File: src/rtl/cop_wb_fifo_if.sv
// cop_wb_fifo_if: bundles the ISE result-write handshake and the register-file
// writeback handshake of the coprocessor writeback FIFO.
//   cop_insn  [31:0] instruction presented to the ISE, rd in [11:7]
//   cop_wr           ISE result-write request
//   cop_rd    [63:0] ISE result data
//   cop_rdywr        write accept back to the ISE
//   wb_valid         head entry available
//   wb_ready         register file takes the head entry this cycle
//   wb_addr   [4:0]  head entry destination register
//   wb_data   [63:0] head entry data
//   wb_pend   [31:0] registers with at least one queued result
// Modport slave is the FIFO side, master is the ISE / register-file side.
interface cop_wb_fifo_if;
    logic [31:0] cop_insn;
    logic        cop_wr;
    logic [63:0] cop_rd;
    logic        cop_rdywr;
    logic        wb_valid;
    logic        wb_ready;
    logic [4:0]  wb_addr;
    logic [63:0] wb_data;
    logic [31:0] wb_pend;

    modport slave (
        input  cop_insn, cop_wr, cop_rd, wb_ready,
        output cop_rdywr, wb_valid, wb_addr, wb_data, wb_pend
    );

    modport master (
        output cop_insn, cop_wr, cop_rd, wb_ready,
        input  cop_rdywr, wb_valid, wb_addr, wb_data, wb_pend
    );
endinterface

File: src/rtl/cop_wb_fifo.sv
// cop_wb_fifo: queues ISE results {rd, data} in strict FIFO order and presents
// the head to the core register file. Also publishes a pending-register mask
// so the core can interlock on registers whose results have not landed yet.
// Ports:
//   cop_clk  clock, all state updates on the rising edge
//   cop_rst  asynchronous reset, active low
//   bus      cop_wb_fifo_if.slave (ISE write side + writeback side)
// Parameter DEPTH: number of entries, power of two, 2 or more.

// One storage slot: holds {rd, data} and decodes its own contribution to the
// pending mask. Storage is deliberately not reset; validity lives in the
// occupancy counter of the parent.
module cop_wb_fifo_ent (
    input  logic        cop_clk,
    input  logic        we,
    input  logic [4:0]  addr_in,
    input  logic [63:0] data_in,
    input  logic        vld,
    output logic [4:0]  addr,
    output logic [63:0] data,
    output logic [31:0] pend
);
    always_ff @(posedge cop_clk) begin
        if (we) begin
            addr <= addr_in;
            data <= data_in;
        end
    end

    // x0 is never enqueued, but keep bit 0 clear regardless of slot contents.
    always_comb begin
        pend = '0;
        if (vld) pend = 32'd1 << addr;
        pend[0] = 1'b0;
    end
endmodule

module cop_wb_fifo #(
    parameter int DEPTH = 2
) (
    input  logic          cop_clk,
    input  logic          cop_rst,
    cop_wb_fifo_if.slave  bus
);
    localparam int AW = (DEPTH > 1) ? $clog2(DEPTH) : 1;
    localparam int CW = AW + 1;

    logic [AW-1:0] head_q, tail_q;
    logic [CW-1:0] count_q, count_d;

    logic full, empty, accept, push, pop;
    logic [4:0] ins_rd;

    logic [DEPTH-1:0]       ent_we, ent_vld;
    logic [DEPTH-1:0][4:0]  ent_addr;
    logic [DEPTH-1:0][63:0] ent_data;
    logic [DEPTH-1:0][31:0] ent_pend;

    // Only rd is consumed from the instruction word.
    logic unused_insn;
    assign unused_insn = ^{bus.cop_insn[31:12], bus.cop_insn[6:0]};

    assign ins_rd = bus.cop_insn[11:7];

    // Accept is decoded from registered occupancy only, so a pop while full
    // does not free a slot until the following cycle.
    assign full   = (count_q == CW'(DEPTH));
    assign empty  = (count_q == '0);
    assign accept = bus.cop_wr & ~full;
    // Writes to x0 complete the handshake but are dropped.
    assign push   = accept & (ins_rd != 5'd0);
    // No bypass: an empty FIFO never pops, even when a push lands this cycle.
    assign pop    = ~empty & bus.wb_ready;

    always_comb begin
        count_d = count_q;
        if (push && !pop) count_d = count_q + CW'(1);
        if (pop && !push) count_d = count_q - CW'(1);
    end

    always_ff @(posedge cop_clk or negedge cop_rst) begin
        if (!cop_rst) begin
            head_q  <= '0;
            tail_q  <= '0;
            count_q <= '0;
        end else begin
            count_q <= count_d;
            if (push) tail_q <= tail_q + AW'(1);
            if (pop)  head_q <= head_q + AW'(1);
        end
    end

    genvar gi;
    generate
        for (gi = 0; gi < DEPTH; gi++) begin : g_ent
            localparam logic [AW-1:0] IDX = AW'(gi);
            logic [AW-1:0] ofs;

            // Slot is live when its distance from head is below occupancy;
            // the AW-bit subtraction wraps modulo DEPTH.
            assign ofs            = IDX - head_q;
            assign ent_vld[gi]    = ({1'b0, ofs} < count_q);
            assign ent_we[gi]     = push & (tail_q == IDX);

            cop_wb_fifo_ent u_ent (
                .cop_clk (cop_clk),
                .we      (ent_we[gi]),
                .addr_in (ins_rd),
                .data_in (bus.cop_rd),
                .vld     (ent_vld[gi]),
                .addr    (ent_addr[gi]),
                .data    (ent_data[gi]),
                .pend    (ent_pend[gi])
            );
        end
    endgenerate

    always_comb begin
        bus.wb_pend = '0;
        for (int i = 0; i < DEPTH; i++) bus.wb_pend = bus.wb_pend | ent_pend[i];
    end

    // Head is read straight out of storage; masked while empty so stale or
    // uninitialised slot contents never leak out (including during reset).
    assign bus.cop_rdywr = ~full;
    assign bus.wb_valid  = ~empty;
    assign bus.wb_addr   = empty ? 5'd0  : ent_addr[head_q];
    assign bus.wb_data   = empty ? 64'd0 : ent_data[head_q];
endmodule

File: src/flat_wrapper.sv
// flat-port wrapper written by rule: the top's interface ports become plain ports
module cop_wb_fifo_flat 
#(
    parameter int DEPTH = 2
)
  (cop_clk, cop_rst, bus_cop_insn, bus_cop_wr, bus_cop_rd, bus_wb_ready, bus_cop_rdywr, bus_wb_valid, bus_wb_addr, bus_wb_data, bus_wb_pend);
  cop_wb_fifo_if bus_i ();
  input  logic cop_clk;
  input  logic cop_rst;
  input wire logic [$bits(bus_i.cop_insn)-1:0] bus_cop_insn;
  input wire logic [$bits(bus_i.cop_wr)-1:0] bus_cop_wr;
  input wire logic [$bits(bus_i.cop_rd)-1:0] bus_cop_rd;
  input wire logic [$bits(bus_i.wb_ready)-1:0] bus_wb_ready;
  output wire logic [$bits(bus_i.cop_rdywr)-1:0] bus_cop_rdywr;
  output wire logic [$bits(bus_i.wb_valid)-1:0] bus_wb_valid;
  output wire logic [$bits(bus_i.wb_addr)-1:0] bus_wb_addr;
  output wire logic [$bits(bus_i.wb_data)-1:0] bus_wb_data;
  output wire logic [$bits(bus_i.wb_pend)-1:0] bus_wb_pend;
  assign bus_i.cop_insn = bus_cop_insn;
  assign bus_i.cop_wr = bus_cop_wr;
  assign bus_i.cop_rd = bus_cop_rd;
  assign bus_i.wb_ready = bus_wb_ready;
  assign bus_cop_rdywr = bus_i.cop_rdywr;
  assign bus_wb_valid = bus_i.wb_valid;
  assign bus_wb_addr = bus_i.wb_addr;
  assign bus_wb_data = bus_i.wb_data;
  assign bus_wb_pend = bus_i.wb_pend;
  cop_wb_fifo #(.DEPTH(DEPTH)) u_core (.cop_clk(cop_clk), .cop_rst(cop_rst), .bus(bus_i));
endmodule
File: config.mk
export PLATFORM = sky130hd
export DESIGN_NAME = cop_wb_fifo_flat
export DESIGN_NICKNAME = d
export VERILOG_FILES = /design/src/rtl/cop_wb_fifo_if.sv /design/src/rtl/cop_wb_fifo.sv /design/src/flat_wrapper.sv
export SDC_FILE = /design/constraint.sdc
export NUM_CORES = 1
export LEC_CHECK = 0
export BUFFER_PORTS_ARGS = -buffer_cell sky130_fd_sc_hd__buf_4
export CORE_ASPECT_RATIO = 1.4
export CORE_MARGIN = 2
export CORE_UTILIZATION = 45
export DETAILED_ROUTE_END_ITERATION = 10
export PLACE_DENSITY = 0.74
export SYNTH_ARGS = -nofsm -noshare
export SYNTH_HDL_FRONTEND = slang
export SYNTH_SLANG_ARGS = --single-unit
export TNS_END_PERCENT = 5
File: constraint.sdc
create_clock -name cop_clk -period 4.1 [get_ports cop_clk]
set_clock_uncertainty 0.15 [all_clocks]
set_input_delay 0.41 -clock cop_clk [delete_from_list [all_inputs] [get_ports cop_clk]]
set_output_delay 0.41 -clock cop_clk [all_outputs]
set_load 0.05 [all_outputs]
======== Word level (Yosys, flattened, before mapping) ========
Index checks and enable logic that the tools add are counted.
storage, ports and cells
  register bits ........................... 142
  word-level logic and storage cells ...... 45
cells by class
  $add $sub $neg .......................... 6
  magnitude comparators ................... 3
  eq/ne operators ......................... 1
  shift operators ......................... 2
  multiplexer cells ....................... 10
  bitwise logic cells ..................... 9
  reduce and logical (&&, ||, !) cells .... 7
operators by type and width
  cell                                                        number
  two-way mux 64 bit                                          3
  two-way mux 32 bit                                          2
  left shift 1 x 5 -> 32 bit, first input constant            2
  bitwise OR 32 bit                                           1
  two-way mux 5 bit                                           3
  bitwise AND 1 bit                                           5
  nonzero test 5 bit                                          1
  less-than comparator 1 x 2 -> 1 bit                         2
  two-way mux 2 bit                                           2
  inverter 1 bit                                              3
  adder 1 bit, second input constant                          2
  adder 2 x 1 -> 2 bit, second input constant                 1
  == test 2 bit, second input constant                        1
  logical AND 1 bit                                           2
  zero test 1 bit                                             2
  zero test 2 bit                                             1
  less-than comparator 1 x 2 -> 1 bit, second input constant  1
  nonzero test 2 bit                                          1
  subtractor 1 bit, first input constant                      2
  subtractor 2 x 1 -> 2 bit, second input constant            1

======== Logic depth before layout (Yosys ltp) ========
Gate-level depths: netlist of the first run.
  depth in word-level cells ............... 7
  gate-level depth with buffers ........... 8

======== Modules after synthesis ========
Synthesis of the first run repeated with hierarchy kept, for this count alone.
unflattened totals
  cell total of the unflattened synthesis .. 443
  area total of the unflattened synthesis .. 6085.8 µm²
modules (own cells, without submodules)
  module           times used  cells each  area each (µm²)  seq. area each (µm²)
  cop_wb_fifo_ent  2           117         2309.7           2072.0
  cop_wb_fifo      1           209         1466.4           100.1

======== Worst setup path after synthesis of the first run ========
Ideal clock, no wire load.
  path type ............................... register to register
  start point ............................. register u_core.count_q[0]
  end point ............................... register u_core.g_ent[0].u_ent.addr[0] (enable)
  arrival time ............................ 4.047 ns
  data required time ...................... 3.453 ns
  slack ................................... -0.594 ns
  cell stages (with the launch flop) ...... 5
  path through ............................ dfrtp_1 > buf_2 > nand2b_1 > o211ai_4 > nor2_1
on the way
  longest elaborated chain between the ends .. 5
ends and longest elaborated chain
  item                          line                RTL
  start: declaration            cop_wb_fifo.sv:49   logic [CW-1:0] count_q, count_d;
  start signal: assignment      cop_wb_fifo.sv:87   count_q <= count_d;
  == test 2 bit                 cop_wb_fifo.sv:67   assign full = (count_q == CW'(DEPTH));
  inverter 1 bit                -
  net bus_cop_rdywr             flat_wrapper.sv:14  output wire logic [$bits(bus_i.cop_rdywr)-1:0] bus_cop_rdywr;
  bitwise AND 1 bit             cop_wb_fifo.sv:69   assign accept = bus.cop_wr & ~full;
  bitwise AND 1 bit             cop_wb_fifo.sv:71   assign push = accept & (ins_rd != 5'd0);
  bitwise AND 1 bit             cop_wb_fifo.sv:103  assign ent_we[gi] = push & (tail_q == IDX);
  net u_core.g_ent[0].u_ent.we  cop_wb_fifo.sv:15   input logic we,
  end signal: assignment        cop_wb_fifo.sv:25   addr <= addr_in;
  end: declaration              cop_wb_fifo.sv:19   output logic [4:0] addr,
The timed path passes the listed nets, and every way through them passes these cells.
A chain may end at the register's enable or synchronous reset.

======== Worst setup path in the final report of the first run ========
  start point ............................. register u_core.head_q
  end point ............................... output bus_wb_data[27]
on the way
  longest elaborated chain between the ends .. 3
ends and longest elaborated chain
  item                                                   line                RTL
  start: declaration                                     cop_wb_fifo.sv:48   logic [AW-1:0] head_q, tail_q;
  start signal: assignment                               cop_wb_fifo.sv:89   if (pop) head_q <= head_q + AW'(1);
  two-way mux 64 bit (implied by the code) (2 in a row)  cop_wb_fifo.sv:128  assign bus.wb_data = empty ? 64'd0 : ent_data[head_q];
  two-way mux 64 bit                                     cop_wb_fifo.sv:128
  end: declaration                                       flat_wrapper.sv:17  output wire logic [$bits(bus_i.wb_data)-1:0] bus_wb_data;
No other way between the ends. The select of a mux whose other input is x is not followed.

==> summary.txt, run 1 <==
Req. time, crit path -> 3.54 ns
Finished Layout Cells -> 724
Number of diodes -> 0
Critical path arrival -> 2.45 ns
Synthesized area per cell -> 15.2 sq um
Grt total ovfl -> 0
IO buf count -> 174
Top Layer Used -> met4
Final hold violation count -> 0
Sink Count -> 142
Final min period -> 3.01 ns
R2r worst-path depth -> 4
First-pass GRT wire length -> 19.4 mm
Routed wl met3 -> 674 microns
Vias -> 3714
Std-Cell Rows -> 49
Via density -> 5.13
Die H -> 139 microns
Initial antenna violation count -> 0
FMAX -> 0.332 GHz
RSZ-0062 raised after global routing -> false
DIE AREA -> 13900 sq um
Vias in the first global route -> 3900
Commonest cells after routing, fill and taps aside -> 178 x buf_4, 138 x edfxtp_1, 74 x nor2_1
CP Launch Type -> flop
Worst Max-Slew Pin Slew -> 0.992 ns
Final worst slack -> 1.09 ns
Pre-antenna DRT Iters -> 4
First DRT Iteration DRCs -> 213
DRC Markers -> 0
Slew headroom -> 33.8%
Nets -> 659
Layout cells sized above 1 -> 37.3%
Resized cells post-CTS -> 0
CTS tree -> yes
Register area -> 4250 sq um
Final setup violation count -> 0
Total track usage -> 18.4%
RePlAce Congestion -> 0.957
Effective utilization at floorplan -> 45.7%
Fillers -> 956
CTS Buffer Depth -> 2
Met1 WL -> 4.51 mm
Area grow syn2layout -> 34.8%
Leak -> 3.18 nW
Cells after Synth -> 384
Sequential fraction of the synthesis area -> 72.8%
Post-synthesis mux area share -> 11.9%
Simple-gate share of the synthesized area -> 8.03%
CTS buffer count -> 17
Core area -> 12800 sq um
VDD IR-drop max -> 674 uV
Synth Warn # -> 0
Dpl hpwl -> 8.35 mm
Avg WL per Cell -> 17.0 microns
Fin util -> 61.6%
Root Buffer -> clkbuf_16
Critical path class -> flop to output pin
Syn_nets -> 485
I/O pin cnt -> 203
Placed insts -> 691
Crit end category -> output pin
Most common cell after layout, fill and taps aside -> buf_4
Worst skew pair latency -> 0.40 ns
Multi-input gate area -> 1490 sq um
Worst slack at placement -> 1.45 ns
Max-slew violation count -> 0
CP max FO -> 56
Area share of fa/ha/maj cells after synthesis -> 0.215%
Period Utilization, post-route -> 73.5%
FF+latch count, synth -> 142
Die width -> 100 microns
Yosys cell types -> 28
Post-Route WL -> 12.3 mm
Compound-Gate Fraction of Synth Area -> 4.29%
Power Total -> 7.23 mW
Wire length on met2 -> 6.77 mm
Main combinational cell family by area after synthesis -> multiplexers
Mapped cell area -> 5830 sq um
Routed Antenna Nets -> 0
Worst Hold Class -> input port to flop
Power per cell area -> 920 nW/um^2
Hold Path Depth -> 1
XOR/XNOR Fraction of Synth Area -> 0.751%
Status -> complete, no violations
Largest net degree at the start of global routing -> 57
Setup TNS Final -> 0 ns
Clk slew on worst S/H paths -> 0.06 ns
H-tree Lvls -> 4
Max-cap violations -> 0
## path summary, 6_finish.rpt
| check | start | to | slack [ns] |
|---|---|---|---|
| setup / recovery | u_core.head_q | bus_wb_data[27] | 1.09 |
| setup reg to reg | u_core.count_q[0] | u_core.g_ent[0].u_ent.data[2] | 1.48 |
| max in group asynchronous | cop_rst | u_core.head_q | 3.48 |
| hold reg to reg | u_core.tail_q | u_core.tail_q | 0.43 |
| min in group asynchronous | cop_rst | u_core.head_q | 0.21 |
| hold / removal | bus_cop_rd[18] | u_core.g_ent[1].u_ent.data[18] | 0.03 |
## cells in the mapped netlist
| cell type | number | area share [%] |
|---|---|---|
| buf_4 | 1 | 0.13 |
| nor2_2 | 1 | 0.11 |
| nand3b_1 | 8 | 1.0 |
| o211ai_4 | 1 | 0.36 |
| inv_1 | 2 | 0.13 |
| or3b_1 | 4 | 0.60 |
| buf_1 | 1 | 0.064 |
| nand2_1 | 3 | 0.19 |
| or3_1 | 2 | 0.21 |
| buf_2 | 11 | 0.94 |
| conb_1 | 1 | 0.064 |
| a21o_1 | 1 | 0.13 |
| or4_4 | 1 | 0.19 |
| nor2b_1 | 3 | 0.32 |
| xor2_1 | 2 | 0.30 |
| xnor2_1 | 3 | 0.45 |
| mux2i_1 | 69 | 12 |
| o21ai_1 | 3 | 0.26 |
| nand3_1 | 3 | 0.26 |
| and2_1 | 1 | 0.11 |
| dfrtp_1 | 4 | 1.7 |
| nand2b_1 | 1 | 0.11 |
| clkbuf_1 | 11 | 0.71 |
| ha_1 | 1 | 0.21 |
| o211ai_2 | 1 | 0.21 |
| edfxtp_1 | 138 | 71 |
| o22ai_1 | 31 | 3.3 |
| nor2_1 | 76 | 4.9 |
## stage by stage
stage / cell area, sq um / hold WS [ns]
finish: 7860 / 0.0312
global route: 7860 / 0.0113
CTS: 7860 / 0.0115
detailed placement: 7270 / 0.0578
global placement: 7270 / 0.0571
floorplan: 5830 / -0.0356
## worst max-delay path, cell delays in order, from the launching register on
cell     delay [ns]
dfrtp_4        0.60
buf_4          0.81
mux2i_1        0.28
nor2_1         0.06
buf_4          0.22
## sequential cells by signal (all words and copies together), names as in the netlist
register / cells
u_core.g_ent.u_ent.data: 128
u_core.count_q: 2
u_core.head_q: 1
u_core.tail_q: 1
u_core.g_ent.u_ent.addr: 10
## per-layer routing
layer  up-vias  track usage (%)
met5         -                0
li1       1794                -
met2       141             32.7
met4         0             9.44
met3        25             4.79
met1      1754             19.6
## final cells by class
cell class | instances | share of cell area (%)
Clock buffer | 20 | 5.56
Clock inverter | 12 | 1.75
Inverter | 2 | 0.0956
Multi-Input combinational cell | 216 | 19.0
Sequential cell | 142 | 54.1
Tap cell | 153 | 2.44
Timing Repair Buffer | 179 | 17.1
## cells by family (layout without fill, tap and decap cells)
family	after synthesis	after routing
xor+xnor	5	5
flops	142	142
simple gates	103	103
other cells	1	1
buf+inv	26	213
compound gates	37	37
mux	69	69
fa+ha+maj	1	1
## timing repair
| action | in CTS | in global routing |
|---|---|---|
| setup buffers | 0 | 0 |
| hold buffers | 1 | 0 |
| endpoints found under the hold margin | 4 | 0 |
## where the power goes
group | internal [mW] | switching [mW] | total (mW) | leakage (nW)
sequential | 1.99 | 0.168 | 2.15 | 1.33
combinational | 1.03 | 2.58 | 3.61 | 1.59
clock | 0.898 | 0.562 | 1.46 | 0.265
total | 3.91 | 3.31 | 7.23 | 3.18
No activity file was read; power rests on OpenSTA's default activity.
==> run 2, diff against run 1 <==
--- a/config.mk
+++ b/config.mk
@@ -8,9 +8,9 @@
 export BUFFER_PORTS_ARGS = -buffer_cell sky130_fd_sc_hd__buf_4
 export CORE_ASPECT_RATIO = 1.4
 export CORE_MARGIN = 2
-export CORE_UTILIZATION = 45
+export CORE_UTILIZATION = 50
 export DETAILED_ROUTE_END_ITERATION = 10
-export PLACE_DENSITY = 0.74
+export PLACE_DENSITY = 0.78
 export SYNTH_ARGS = -nofsm -noshare
 export SYNTH_HDL_FRONTEND = slang
 export SYNTH_SLANG_ARGS = --single-unit
==> constraint.sdc (replaced) <==
create_clock -name cop_clk -period 2.8 [get_ports cop_clk]
set_clock_uncertainty 0.15 [all_clocks]
set_input_delay 0.28 -clock cop_clk [delete_from_list [all_inputs] [get_ports cop_clk]]
set_output_delay 0.28 -clock cop_clk [all_outputs]
set_load 0.05 [all_outputs]
==> summary.txt, run 2 (synthesized netlist as in run 1, its figures left out) <==
CP max FO -> 8
Die width -> 95.2 microns
Biggest regs -> u_core.g_ent.u_ent.data: 128 flops, u_core.g_ent.u_ent.addr: 10 flops, u_core.count_q: 2 flops
Worst hold slack -> 0.0733 ns
Resized cells post-CTS -> 0
Worst slack at placement -> 0.353 ns
Cell Chain, Critical Path -> nor2b_1 > o21ai_1 > o22ai_1 > buf_4
CTS Buffer Depth -> 2
Final instance area -> 8600 sq um
Max FFs per register -> 128
Status -> complete, no violations
Final min period -> 2.51 ns
DIE AREA -> 12500 sq um
Power per cell area -> 1260 nW/um^2
Routed Antenna Nets -> 0
Worst skew pair latency -> 0.40 ns
Commonest cells after routing, fill and taps aside -> 178 x buf_4, 138 x edfxtp_1, 74 x nor2_1
Worst Hold Class -> input port to flop
Layout cells sized above 1 -> 33.9%
Post-DP Area -> 7300 sq um
Register area -> 4250 sq um
Critical path arrival -> 2.08 ns
Std-Cell Rows -> 46
Area grow syn2layout -> 47.5%
Initial antenna violation count -> 0
Via density -> 5.31
Final setup violation count -> 0
Leak -> 3.50 nW
First DRT Iteration DRCs -> 253
Multi-input gate area -> 1490 sq um
Clk slew on worst S/H paths -> 0.06 ns
Pre-antenna DRT Iters -> 4
CP max stage delay -> 0.53 ns
Crit-path slowest cell -> o21ai_1
First-pass GRT wire length -> 21.3 mm
Largest net degree at the start of global routing -> 51
Final worst slack -> 0.295 ns
IO buf count -> 174
Dpl hpwl -> 8.68 mm
Power Total -> 10.9 mW
CTS buffer count -> 17
Most common cell after layout, fill and taps aside -> buf_4
CP Launch Type -> flop
FMAX -> 0.399 GHz
Effective utilization at floorplan -> 51.4%
CTS tree -> yes
Number of diodes -> 0
Post-Route WL -> 13.9 mm
Period Utilization, post-route -> 89.5%
Die H -> 132 microns
RSZ-0062 raised after global routing -> false
I/O pin cnt -> 203
Grt total ovfl -> 0
Total track usage -> 22.6%
DRC Markers -> 0
Max-slew violation count -> 0
Sink Count -> 142
Slew headroom -> 34.8%
Req. time, crit path -> 2.37 ns
Root Buffer -> clkbuf_16
Crit end category -> output pin
Core area -> 11300 sq um
Critical path class -> flop to output pin
Setup TNS Final -> 0 ns
Final hold violation count -> 0
Max-cap violations -> 0
H-tree Lvls -> 4
RePlAce Congestion -> 0.764
Vias in the first global route -> 4415
Vias -> 4172
Worst Max-Slew Pin Slew -> 0.975 ns
Fillers -> 692
Reg with most FFs -> u_core.g_ent.u_ent.data
VDD IR-drop max -> 914 uV
Nets -> 730
Avg WL per Cell -> 17.7 microns
-- run 2: path summary, 6_finish.rpt --
path | from | endpoint | slack, ns | cells past startpoint
worst min register to register | u_core.tail_q | u_core.tail_q | 0.43 | 1
worst max register to register | u_core.count_q[0] | u_core.g_ent[1].u_ent.data[41] | 0.35 | 4
worst min-delay path | bus_wb_ready | u_core.head_q | 0.07 | 3
worst max-delay path | u_core.count_q[0] | bus_wb_pend[14] | 0.29 | 4
min in group asynchronous | cop_rst | u_core.head_q | 0.09 | 2
max in group asynchronous | cop_rst | u_core.head_q | 2.29 | 2
-- run 2: report_power, final --
group	switching, mW	total, mW	internal (mW)
Clock	0.834	2.23	1.40
Combinational	3.91	5.52	1.61
Sequential	0.201	3.11	2.91
Total	4.95	10.9	5.91
-- run 2: cell type report --
type,count,share of cell area [%]
tap,144,2.10
timing repair buffer,250,24.2
clock inverter,13,1.92
inverter,2,0.0873
clock buffer,18,4.99
sequential,142,49.4
multi-input combinational,216,17.3
-- run 2: worst max-delay path, delay by kind of cell (launching register included) --
kind	cells	cell delay, ns
AOI/OAI and AO/OA	2	0.75
DFF	1	0.46
and+or+nand+nor	1	0.22
buffers and inverters	1	0.24
-- run 2: metal layers --
layer  wire [microns]  track usage [%]
met2             7850             42.3
met5                0                0
met3              682             5.49
met1             5040             22.9
met4              351             9.82
-- run 2: timing repair --
| action | CTS | global route |
|---|---|---|
| endpoints found under the hold margin | 142 | 0 |
| setup buffers | 0 | 0 |
| hold buffers | 70 | 0 |
-- run 2: per-stage QoR --
| step | std cells | utilization, % |
|---|---|---|
| 6_report | 785 | 75.8 |
| 3_3_place_gp | 684 | 64.4 |
| 3_5_place_dp | 684 | 64.4 |
| 5_1_grt | 785 | 75.8 |
| 2_1_floorplan | 384 | - |
| 4_1_cts | 785 | 75.8 |
==> run 3, diff against run 2 <==
--- a/config.mk
+++ b/config.mk
@@ -5,12 +5,13 @@
 export SDC_FILE = /design/constraint.sdc
 export NUM_CORES = 1
 export LEC_CHECK = 0
+export ABC_AREA = 1
 export BUFFER_PORTS_ARGS = -buffer_cell sky130_fd_sc_hd__buf_4
 export CORE_ASPECT_RATIO = 1.4
 export CORE_MARGIN = 2
 export CORE_UTILIZATION = 50
 export DETAILED_ROUTE_END_ITERATION = 10
-export PLACE_DENSITY = 0.78
+export PLACE_DENSITY = 0.77
 export SYNTH_ARGS = -nofsm -noshare
 export SYNTH_HDL_FRONTEND = slang
 export SYNTH_SLANG_ARGS = --single-unit
==> summary.txt, run 3 <==
Period Utilization, post-route -> 97.7%
CTS Buffer Depth -> 2
Max-slew violation count -> 0
Crit end category -> output pin
Async set-reset flop share out of synthesis -> 2.82%
Die width -> 97.4 microns
R2r worst-path depth -> 5
First DRT Iteration DRCs -> 422
I/O pin cnt -> 203
Root Buffer -> clkbuf_16
Wire length on met2 -> 9.22 mm
CP max FO -> 21
Most common cell after layout, fill and taps aside -> nand2_1
Top Layer Used -> met4
Layout cells sized above 1 -> 27.7%
Crit path top cell by count -> nand2_1
RePlAce Congestion -> 0.941
Max FFs per register -> 128
Cells after Synth -> 562
Largest net degree at the start of global routing -> 54
Setup slack, reg-to-reg -> 0.53 ns
Dpl hpwl -> 10.3 mm
FMAX -> 0.365 GHz
CP max stage delay -> 0.50 ns
DIE AREA -> 13100 sq um
Leak -> 3.76 nW
RR Endpoint -> u_core.g_ent[1].u_ent.data[26]
Power Total -> 11.3 mW
Number of diodes -> 0
Max-cap violations -> 0
Final hold violation count -> 0
CP Buf/Inv Count -> 2
FF+latch count, synth -> 142
Cell Chain, Critical Path -> inv_2 > a21oi_1 > nor2_1 > nand2_1 > nand2_1 > buf_4
First-pass GRT wire length -> 26.1 mm
Met1 WL -> 6.12 mm
Initial antenna violation count -> 0
Status -> complete, no violations
Clk slew on worst S/H paths -> 0.06 ns
Synth top cells by count -> 202 x nand2_1, 138 x edfxtp_1, 70 x a21oi_1
Routed Antenna Nets -> 0
Worst Max-Slew Pin Slew -> 0.706 ns
CP Launch Type -> flop
Avg WL per Cell -> 17.6 microns
Mapped cell area -> 6100 sq um
Nets -> 904
Commonest cells after routing, fill and taps aside -> 202 x nand2_1, 180 x buf_4, 138 x edfxtp_1
CTS tree -> yes
Fin util -> 74.6%
Post-Route WL -> 17.0 mm
Synth Warn # -> 0
Routed wl met3 -> 1.28 mm
Die H -> 135 microns
Vias in the first global route -> 5150
Core area -> 11900 sq um
Synth top area share -> 67.9%
RSZ-0062 raised after global routing -> true
Worst slack at placement -> 0.518 ns
DRC Markers -> 0
Number of enable flip-flop cells after synthesis -> 138
Area grow syn2layout -> 45.1%
CTS buffer count -> 17
Via density -> 5.28
Post-DP Area -> 7540 sq um
Grt total ovfl -> 0
Final worst slack -> 0.0634 ns
Std-Cell Rows -> 47
Power per cell area -> 1280 nW/um^2
IO buf count -> 174
Effective utilization at floorplan -> 51.4%
Sequential fraction of the synthesis area -> 69.5%
Top delay family on crit path -> simple AND/OR/NAND/NOR gates
Total track usage -> 26.0%
Final setup violation count -> 0
Crit-path slowest cell -> nor2_1
Worst skew pair latency -> 0.42 ns
Synth area leaders -> edfxtp_1 68%, nand2_1 12%, a21oi_1 5.7%
Syn_nets -> 663
Yosys cell types -> 23
Top-count cell post-synth -> nand2_1
Biggest regs -> u_core.g_ent.u_ent.data: 128 flops, u_core.g_ent.u_ent.addr: 10 flops, u_core.count_q: 2 flops
Synthesized area per cell -> 10.9 sq um
VDD IR-drop max -> 886 uV
Post-CTS setup repair buffer count -> 0
Worst Hold Class -> input port to async pin
H-tree Lvls -> 4
Pre-antenna DRT Iters -> 7
Reg2reg start -> u_core.count_q[0]
Vias -> 5087
Reg with most FFs -> u_core.g_ent.u_ent.data
Sink Count -> 142
Final instance area -> 8860 sq um
Leading area contributor after synthesis -> edfxtp_1
Final min period -> 2.74 ns
Synth Flop Type -> edfxtp_1
Critical path arrival -> 2.31 ns
Slew headroom -> 52.9%
Critical path class -> flop to output pin
Req. time, crit path -> 2.37 ns
run 3: cells by family (layout without fill, tap and decap cells):
| kind of cell | after synthesis | in the layout | share of synthesized area (%) |
|---|---|---|---|
| other | 1 | 1 | 0.0614 |
| XOR/XNOR | 3 | 3 | 0.431 |
| AND/OR/NAND/NOR | 282 | 282 | 18.3 |
| AO/OA/AOI/OAI | 79 | 79 | 7.07 |
| adder cells (fa/ha/maj) | 1 | 1 | 0.205 |
| buffers and inverters | 54 | 308 | 4.35 |
| flip-flops | 142 | 142 | 69.5 |
run 3: through the flow:
stage	TNS [ns]	instances	hold WS [ns]
final	0	963	0.0495
after global routing	-0.395	963	0.0371
after CTS	0	963	0.0277
after detailed placement	0	861	-0.0685
after global placement	0	861	-0.0702
after floorplan	0	562	-0.166
run 3: power breakdown:
group	total [mW]	internal, mW	leakage (nW)	switching [mW]
Clock	2.30	1.41	0.299	0.890
Sequential	3.08	2.89	1.33	0.189
Combinational	5.95	1.54	2.14	4.40
run 3: how the worst max path moves through the flow:
stage	end	slack (ns)	cells past startpoint	startpoint
after floorplan	u_core.g_ent[0].u_ent.addr[0]	0.005	4	u_core.count_q[0]
after global placement	bus_wb_pend[19]	0.60	6	u_core.head_q
after detailed placement	u_core.g_ent[1].u_ent.data[13]	0.52	5	u_core.count_q[0]
after CTS	bus_wb_pend[19]	0.1	6	u_core.head_q
after global routing	bus_wb_pend[24]	-0.05	6	u_core.head_q
final	bus_wb_pend[13]	0.06	6	u_core.head_q
run 3: routing by layer:
layer	vias up	global-route usage, %
met5	-	0
met4	0	10.2
met3	28	7.87
met2	242	46.9
met1	2413	28.8
li1	2404	-
run 3: cell type report:
cell class | count | area, sq um
Fill cell | 771 | 3020
Timing Repair Buffer | 254 | 2120
Clock buffer | 17 | 425
Inverter | 22 | 82.6
Sequential cell | 142 | 4250
Clock inverter | 15 | 189
Tap cell | 147 | 184
Multi-Input combinational cell | 366 | 1610
run 3: what timing repair did:
item | in CTS | in global routing
gates resized for setup | 0 | 1
endpoints found under the setup margin | 0 | 25
hold endpoints to repair | 142 | 0
hold buffers | 70 | 0
